**src/rtl/sdft_bin_pipe.sv**
```systemverilog
// Sliding-DFT bin update: Xk_new = W_k * (Xk_prev + x_new - x_old) over a four-stage
// ce-gated pipeline, with bypass/clear modes, round-half-up, saturation and a sticky counter.
module sdft_bin_pipe #(
  parameter  int WORD_WIDTH   = 16,
  parameter  int FFT_SIZE     = 512,
  parameter  int SIDE_WIDTH   = 2,
  parameter  int TW_FRAC      = WORD_WIDTH - 2,
  parameter  int SATCNT_WIDTH = 16,
  localparam int IDX_W        = $clog2(FFT_SIZE)
) (
  input  logic                      clk,
  input  logic                      reset,
  input  logic                      i_ce,
  input  logic                      i_valid,
  input  logic [WORD_WIDTH-1:0]     i_sample_new,
  input  logic [WORD_WIDTH-1:0]     i_sample_old,
  input  logic [2*WORD_WIDTH-1:0]   i_twiddle,
  input  logic [2*WORD_WIDTH-1:0]   i_xk_prev,
  input  logic [IDX_W-1:0]          i_idx,
  input  logic [SIDE_WIDTH-1:0]     i_side,
  input  logic                      i_bypass,
  input  logic                      i_clr,
  input  logic                      i_sat_clear,
  output logic                      o_valid,
  output logic [2*WORD_WIDTH-1:0]   o_xk,
  output logic [IDX_W-1:0]          o_idx,
  output logic [SIDE_WIDTH-1:0]     o_side,
  output logic                      o_sat,
  output logic [SATCNT_WIDTH-1:0]   o_sat_count
);
  // Handshake: a beat transfers on a rising edge only when valid=1 and i_ce=1, on both
  // the input and output side; with i_ce=0 every register (including o_valid) holds.

  localparam int W  = WORD_WIDTH;
  localparam int AW = W + 2;
  localparam int PW = 2 * W + 2;
  localparam int CW = 2 * W + 3;
  localparam int RW = 2 * W + 4;

  localparam logic signed [RW-1:0] MAX_V = {{(RW-W+1){1'b0}}, {(W-1){1'b1}}};
  localparam logic signed [RW-1:0] MIN_V = ~MAX_V;
  localparam logic signed [RW-1:0] RND   = RW'(1) << (TW_FRAC - 1);

  // Returns {clipped, value}.
  function automatic logic [W:0] clamp(input logic signed [RW-1:0] v);
    if (v > MAX_V) return {1'b1, MAX_V[W-1:0]};
    if (v < MIN_V) return {1'b1, MIN_V[W-1:0]};
    return {1'b0, v[W-1:0]};
  endfunction

  logic signed [W-1:0] xin_re, xin_im, tw_in_re, tw_in_im, s_new, s_old;
  assign xin_re   = i_xk_prev[2*W-1:W];
  assign xin_im   = i_xk_prev[W-1:0];
  assign tw_in_re = i_twiddle[2*W-1:W];
  assign tw_in_im = i_twiddle[W-1:0];
  assign s_new    = i_sample_new;
  assign s_old    = i_sample_old;

  logic signed [AW-1:0] sum_re;
  assign sum_re = AW'(xin_re) + AW'(s_new) - AW'(s_old);

  logic [3:1]            v_q, byp_q, clr_q;
  logic [IDX_W-1:0]      idx_q  [1:3];
  logic [SIDE_WIDTH-1:0] side_q [1:3];
  logic signed [AW-1:0]  a_re_q [1:3];
  logic signed [AW-1:0]  a_im_q [1:3];
  logic signed [W-1:0]   tw_re_q, tw_im_q;
  logic signed [PW-1:0]  m_rr_q, m_ii_q, m_ri_q, m_ir_q;
  logic signed [CW-1:0]  p_re_q, p_im_q;

  logic signed [RW-1:0] rnd_re, rnd_im, src_re, src_im;
  logic [W:0]           sat_re, sat_im;
  logic                 sat_next;

  always_comb begin
    rnd_re   = (RW'(p_re_q) + RND) >>> TW_FRAC;
    rnd_im   = (RW'(p_im_q) + RND) >>> TW_FRAC;
    // Bypass rides the S1 sum through the pipe so latency is identical in both modes.
    src_re   = byp_q[3] ? RW'(a_re_q[3]) : rnd_re;
    src_im   = byp_q[3] ? RW'(a_im_q[3]) : rnd_im;
    sat_re   = clamp(src_re);
    sat_im   = clamp(src_im);
    sat_next = v_q[3] & ~clr_q[3] & (sat_re[W] | sat_im[W]);
  end

  always_ff @(posedge clk) begin
    if (reset) begin
      v_q     <= '0;
      byp_q   <= '0;
      clr_q   <= '0;
      for (int i = 1; i <= 3; i++) begin
        idx_q[i]  <= '0;
        side_q[i] <= '0;
        a_re_q[i] <= '0;
        a_im_q[i] <= '0;
      end
      tw_re_q     <= '0;
      tw_im_q     <= '0;
      m_rr_q      <= '0;
      m_ii_q      <= '0;
      m_ri_q      <= '0;
      m_ir_q      <= '0;
      p_re_q      <= '0;
      p_im_q      <= '0;
      o_valid     <= 1'b0;
      o_xk        <= '0;
      o_idx       <= '0;
      o_side      <= '0;
      o_sat       <= 1'b0;
      o_sat_count <= '0;
    end else if (i_ce) begin
      v_q   <= {v_q[2:1], i_valid};
      byp_q <= {byp_q[2:1], i_bypass};
      clr_q <= {clr_q[2:1], i_clr};
      idx_q[1]  <= i_idx;
      side_q[1] <= i_side;
      a_re_q[1] <= sum_re;
      a_im_q[1] <= AW'(xin_im);
      tw_re_q   <= tw_in_re;
      tw_im_q   <= tw_in_im;
      for (int i = 2; i <= 3; i++) begin
        idx_q[i]  <= idx_q[i-1];
        side_q[i] <= side_q[i-1];
        a_re_q[i] <= a_re_q[i-1];
        a_im_q[i] <= a_im_q[i-1];
      end
      m_rr_q <= PW'(a_re_q[1]) * PW'(tw_re_q);
      m_ii_q <= PW'(a_im_q[1]) * PW'(tw_im_q);
      m_ri_q <= PW'(a_re_q[1]) * PW'(tw_im_q);
      m_ir_q <= PW'(a_im_q[1]) * PW'(tw_re_q);
      p_re_q <= CW'(m_rr_q) - CW'(m_ii_q);
      p_im_q <= CW'(m_ri_q) + CW'(m_ir_q);
      o_valid <= v_q[3];
      o_idx   <= idx_q[3];
      o_side  <= side_q[3];
      o_xk    <= clr_q[3] ? '0 : {sat_re[W-1:0], sat_im[W-1:0]};
      o_sat   <= sat_next;
      if (i_sat_clear)
        o_sat_count <= SATCNT_WIDTH'(sat_next);
      else if (sat_next && !(&o_sat_count))
        o_sat_count <= o_sat_count + 1'b1;
    end
  end

endmodule

```
**config.mk**
```make
export PLATFORM = sky130hd
export DESIGN_NAME = sdft_bin_pipe
export DESIGN_NICKNAME = d
export VERILOG_FILES = /design/src/rtl/sdft_bin_pipe.sv
export SDC_FILE = /design/constraint.sdc
export NUM_CORES = 2
export LEC_CHECK = 0
export BUFFER_PORTS_ARGS = -buffer_cell sky130_fd_sc_hd__buf_2
export CAP_MARGIN = 0
export CORE_MARGIN = 4
export CORE_UTILIZATION = 40
export CTS_CLUSTER_DIAMETER = 150
export DETAILED_ROUTE_END_ITERATION = 8
export GPL_TIMING_DRIVEN = 0
export PLACE_DENSITY = 0.6
export SETUP_SLACK_MARGIN = 0.15
export SLEW_MARGIN = 10
export SYNTH_ARGS = -nofsm -noshare
export SYNTH_HDL_FRONTEND = slang
export SYNTH_SLANG_ARGS = --single-unit
```
**constraint.sdc**
```tcl
create_clock -name clk -period 19.2 [get_ports clk]
set_input_delay 1.92 -clock clk [delete_from_list [all_inputs] [get_ports clk]]
set_output_delay 1.92 -clock clk [all_outputs]
set_load 0.05 [all_outputs]
```
# Yosys cells after proc, flatten, opt, wreduce, memory -nomap -nowiden
# Memories as Yosys holds them, arrays and structs flattened. A register that Yosys moved wholly into a read port is not among the register bits.
# Cells that the tools add are included.
[word_totals]
ff_bits = 297
ramBits = 141
inputBits = 114
out_inout_bits = 61
wordCells = 91
mem_count = 4
[memory_table]
columns = ["name", "depth", "word_bits", "read_ports", "rd_ports_with_merged_regs", "write_ports", "line", "source"]
rows = [
  ["a_im_q", 3, 18, 3, 0, 3, "66", "logic signed [AW-1:0] a_im_q [1:3];"],
  ["a_re_q", 3, 18, 3, 0, 3, "65", "logic signed [AW-1:0] a_re_q [1:3];"],
  ["idx_q", 3, 9, 3, 1, 3, "63", "logic [IDX_W-1:0] idx_q [1:3];"],
  ["side_q", 3, 2, 3, 1, 3, "64", "logic [SIDE_WIDTH-1:0] side_q [1:3];"],
]
[classes]
add_sub_neg = 7
mul = 4
order_cmp = 4
muxes = 36
bitwise_logic = 16
n_reduce_logical = 5
[ops]
columns = ["operator", "count"]
rows = [
  ["$mul 18x16->34", 4],
  ["$mux 17", 8],
  ["$mux 18", 6],
  ["$add 35x15->36 const B", 2],
  ["$gt 36x16->1 const B", 2],
  ["$lt 36x16->1 const B", 2],
  ["$mux 36", 2],
  ["$add 34x34->35", 1],
  ["$sub 34x34->35", 1],
  ["$mux 16", 2],
  ["$mux 32", 1],
  ["$mux 9", 3],
  ["$sub 17x16->18", 1],
  ["$add 16x16->17", 1],
  ["$add 16x1->16 const B", 1],
  ["$reduce_and 16->1", 1],
  ["$or 1x1->1", 13],
  ["$mux 1", 11],
  ["$mux 2", 3],
  ["$and 1x1->1", 2],
  ["$reduce_and 2->1", 1],
  ["$reduce_bool 2->1", 1],
  ["$logic_and 1x1->1", 1],
  ["$logic_not 1->1", 1],
  ["$not 1->1", 1],
]

# Depth between registers and ports, before layout
[logic_depth]
word_depth = 12
mapped_depth = 28
depth_no_buf = 25

# Worst setup path after synthesis
# OpenSTA, ideal clock, no wires.
[synth_timing]
path_kind = "input-to-reg"
startpoint = "input port i_ce"
endpoint = "register p_im_q[32]"
setup_ns = 0.349
arrival_time_ns = 6.620
required_time_ns = 18.851
setup_slack_ns = 12.230
path_stages = 5
n_path_buf = 2
path_cell_list = "clkbuf_1 nor2_1 inv_1 clkbuf_1 o32ai_1"
[synth_lines]
columns = ["element", "line", "source"]
rows = [
  ["start, declared", "13", "input logic i_ce,"],
  ["end signal, assigned", "132", "p_im_q <= CW'(m_ri_q) + CW'(m_ir_q);"],
  ["end, declared", "69", "logic signed [CW-1:0] p_re_q, p_im_q;"],
]

# Worst setup path in the final report
[layout_timing]
startpoint = "register tw_im_q[15]"
endpoint = "register m_ri_q[32]"
[layout_via]
elab_chain_len = 1
[layout_lines]
columns = ["element", "line", "source"]
rows = [
  ["start, declared", "67", "logic signed [W-1:0] tw_re_q, tw_im_q;"],
  ["start signal, assigned", "120", "tw_im_q <= tw_in_im;"],
  ["$mul 18x16->34", "129", "m_ri_q <= PW'(a_re_q[1]) * PW'(tw_im_q);"],
  ["end signal, assigned", "129", ""],
  ["end, declared", "68", "logic signed [PW-1:0] m_rr_q, m_ii_q, m_ri_q, m_ir_q;"],
]
# No other way between the ends.
# A chain may end at the register's enable or synchronous reset.

==> run_results.csv <==
group,metric,value,unit
finish,final_area,66700,µm²
timing,finClkSkew,0.0530,ns
global_route,gr-total-overflow,0,
logic_synthesis,async_flop_share,0,%
cts,clk_pin_slew_worst_paths,0.06,ns
timing,min_period_over_period,49.2,%
setup_path,cp.buffers_inverters,5,
place,pre_cts_slack,10.12,ns
setup_path,rrSetupSlack,9.75,ns
cts,cts.sinks,417,
floorplanning,design.core.area,152000,µm²
logic_synthesis,synth_nets,8271,
status,status,"finished with violations",
cts,cts_buffers,52,
place,post-dp-hpwl,180,mm
finish,area_growth,8.88,%
pwr,seqPwrFrac,17.6,%
finish,final_util,43.9,%
cts,clock_path_buffers,3,
run,drv_cap,1,
cts,clk_latency,0.68,ns
logic_synthesis,synth_area_leaders,"fa_1, dfxtp_1, ha_1",
hold_path,whs_endpoint,"m_ri_q[21]",
setup_path,critical_path_arrival,9.98,ns
routing,first_pass_iters,6,
finish,drive_above_1_share,4.67,%
pwr,combinationalPowerShare,67.9,%
logic_synthesis,yosysTopAreaCell,"fa_1",
pwr,pwr_density_cell,106,nW/µm²
global_route,antenna_found_initial,30,
setup_path,r2r_cells,21,
place,dp_cells,8804,
timing,max_clock_freq,0.106,GHz
timing,rsz0062_at_grt,"false",
logic_synthesis,synth_edf_count,135,
logic_synthesis,synth_seq_cells,417,
logic_synthesis,synth_xor_area_share,3.03,%
status,violations,"capacitance limit, slew limit",
setup_path,cpMostUsedCell,"fa_1",
cts,htree_levels,2,
timing,maxSlewViolCount,2,
pwr,p_sw_share,52.8,%
timing,hold_viol_final,0,
global_route,grt_max_degree,55,
setup_path,cp_slowest_cell,"o311ai_0",
finish,final_nets,8507,
routing,drtIter0Drc,3650,
setup_path,critPathMaxStageDelay,1.00,ns
logic_synthesis,synth_compound_area_share,7.47,%
global_route,grt_pass1_vias,47500,
logic_synthesis,yosysSeqAreaShare,15.8,%
cts,clockRootBuffer,"clkbuf_16",
logic_synthesis,synth_top_family_by_area,"adder cells",
logic_synthesis,syn_avg_cell_area,9.29,µm²
logic_synthesis,synth_fa_ha_area_share,45.9,%
routing,drcViolationCount,0,
cts,ctsHoldBuffers,0,
routing,num_vias,46400,
setup_path,end_kind,"flip-flop",
floorplanning,die_w,399,µm
logic_synthesis,yosysWarnings,0,
timing,max_slew_margin,-2.21,%
pwr,intPower,3.34,mW
global_route,track_usage,27.0,%
logic_synthesis,synth_top_area_share,37.2,%
setup_path,worstPathMaxFanout,10,
pwr,vdd_drop_max,0.0000825,V
timing,finalHoldWorstSlack,0.466,ns
floorplanning,die_y,399,µm
logic_synthesis,synth_ff_type,"dfxtp_1",
setup_path,critPathLaunchType,"flip-flop",
timing,fin_tns_setup,0,ns
floorplanning,initial_core_util,40.3,%
setup_path,r2r_end,"m_ri_q[32]",
pwr,total_power,7.08,mW
routing,viasPerCell,5.20,
cts,post_cts_resized,0,
hold_path,min_path_type,"flip-flop to flip-flop",
setup_path,cp_top_family,"adder cells",
floorplanning,rows,143,
routing,wl_per_cell,23.8,µm
logic_synthesis,synth.area.mux_share,2.21,%
hold_path,min-delay-start,"m_ri_q[21]",
place,port_buffers,173,
floorplanning,io_pins,175,
timing,worst_slew_pin_slew,1.52,ns
logic_synthesis,synth-simple-area-share,15.2,%
cts,cts_tree,"yes",
pwr,switchingPower,3.74,mW
hold_path,min_path_cells,2,
place,gp_congestion,1.01,
setup_path,critical_path.reg2reg.startpoint,"tw_im_q[15]",
routing,drt_wl_total,213,mm
cts,post-cts-setup-buffers,0,
pwr,power.share.clock,14.5,%
finish,final_cells,8913,
setup_path,path_cells,"inv_1 -> clkbuf_1 -> clkbuf_1 -> nor2_1 -> fa_1 -> fa_1 -> fa_1 -> fa_1 -> fa_1 -> inv_1 -> fa_1 -> inv_1 -> ha_1 -> nand2_1 -> o311ai_0 -> a41o_1 -> o21a_1 -> o21ai_0 -> o21ai_0 -> xnor2_1 -> o21ai_0",
setup_path,critPathKind,"flip-flop to flip-flop",
global_route,grt_pass1_wl,315,mm
floorplanning,dieArea,159000,µm²
timing,fin_crit,9.45,ns
place,postPlaceCellArea,64900,µm²
routing,postRouteAntennaNets,0,
pwr,p_leak,33.1,nW
timing,fin_ws,9.75,ns
logic_synthesis,synthesis.area,61300,µm²
setup_path,critical_path_required,19.72,ns
logic_synthesis,synth_cell_types,88,
logic_synthesis,synth_cells,6592,
timing,final-setup-viol-count,0,
[synth_stat cells, types with 5 or more instances]
| cell type | n |
|---|---|
| o21a_1 | 25 |
| nand2_1 | 660 |
| dfxtp_1 | 282 |
| and2_1 | 637 |
| xor2_1 | 75 |
| or2_2 | 7 |
| nand4_1 | 28 |
| nor2b_1 | 17 |
| inv_1 | 1354 |
| a211oi_1 | 37 |
| a21oi_1 | 158 |
| and4_1 | 10 |
| o31ai_1 | 13 |
| nor4_1 | 13 |
| a32o_1 | 5 |
| xnor2_1 | 137 |
| a2bb2oi_1 | 5 |
| nor2_1 | 327 |
| o311ai_0 | 5 |
| ha_1 | 427 |
| a22o_1 | 38 |
| nor3_1 | 48 |
| o21bai_1 | 20 |
| nand3_1 | 59 |
| o21ai_0 | 165 |
| a41oi_1 | 5 |
| a21boi_0 | 5 |
| a221oi_1 | 5 |
| fa_1 | 1138 |
| edfxtp_1 | 135 |
| o211ai_1 | 14 |
| or4_1 | 6 |
| or3_1 | 14 |
| clkbuf_1 | 292 |
| a31oi_1 | 24 |
| mux2i_1 | 134 |
| buf_1 | 20 |
| a21o_1 | 88 |
| o22ai_1 | 20 |
| and3_1 | 20 |
| nand2b_1 | 38 |
| a211o_1 | 5 |
[flip-flops by register name, indices dropped and copies added (netlist names), 27 cells and up]
signal  flops
m_ri_q     34
idx_q      27
a_re_q     54
m_rr_q     34
m_ii_q     34
m_ir_q     34
a_im_q     48
o_xk       32
[cells in the final DEF (no fill, tap or decap), types with 12 or more instances in the layout]
cell type / count
a21o_1: 88
buf_2: 174
nor2b_1: 17
ha_1: 427
nand4_1: 28
inv_1: 1354
o31ai_1: 13
a211oi_1: 37
dfxtp_1: 282
edfxtp_1: 135
xor2_1: 68
fa_1: 1138
nand3_1: 59
a22o_1: 38
nor3_1: 48
o21bai_1: 20
nand2_1: 660
o21a_1: 25
clkinv_2: 12
buf_1: 19
a31oi_1: 24
a21oi_1: 158
o211ai_1: 14
o22ai_1: 20
diode_2: 12
clkbuf_16: 54
nor4_1: 13
o21ai_0: 163
and2_1: 637
mux2i_1: 134
and3_1: 20
xnor2_1: 133
nand2b_1: 38
nor2_1: 327
or3_1: 14
clkbuf_1: 295
[cells by family after synthesis]
| family | count (synthesis) |
|---|---|
| xor+xnor | 212 |
| fa+ha+maj | 1565 |
| compound gates | 693 |
| buf+inv | 1674 |
| simple gates | 1896 |
| mux | 135 |
| flops | 417 |
[worst register-to-register path: cells and delay by family, from the launching register on]
kind	cells	cell delay [ns]
compound gates	6	2.78
xor+xnor	1	0.48
fa+ha+maj	7	3.36
buf+inv	5	1.82
flops	1	0.67
simple gates	2	0.23
[area by class of cell]
cell class	count	area, µm²
multi-input combinational	4501	45300
timing repair buffer	182	1010
antenna	12	30.0
buffer	318	1250
sequential	417	9700
inverter	1356	5090
fill	15000	85400
clock buffer	66	1430
tap	2030	2540
clock inverter	31	332
[power by group through the flow]
stage               logic, mW  clock network, mW  registers (mW)
floorplan                2.83                  0            1.26
global placement         4.57                  0            1.26
detailed placement       4.70                  0            1.26
CTS                      4.74               1.05            1.24
global route             5.28               1.08            1.26
finish                   4.81               1.02            1.25
[routing by layer]
layer  share of wire [%]  up-vias  track usage [%]
met5               0.039        -                0
met4                 6.1       10             13.2
met3                 9.5      433             6.81
met2                  43     1949             40.6
met1                  42    23300             36.2
li1                    -    20700                -
[worst max-delay path by stage]
stage | start | end | slack (ns) | cells after the start
after CTS | tw_im_q[15] | m_ri_q[29] | 10.08 | 21
after global placement | i_ce | p_im_q[32] | 9.13 | 6
after global routing | tw_im_q[1] | m_ri_q[30] | 9.56 | 22
final | tw_im_q[15] | m_ri_q[32] | 9.75 | 21
after floorplan | i_ce | p_im_q[32] | 12.23 | 5
after detailed placement | tw_im_q[15] | m_ri_q[29] | 10.12 | 21
(Power assumes the default switching activity.)
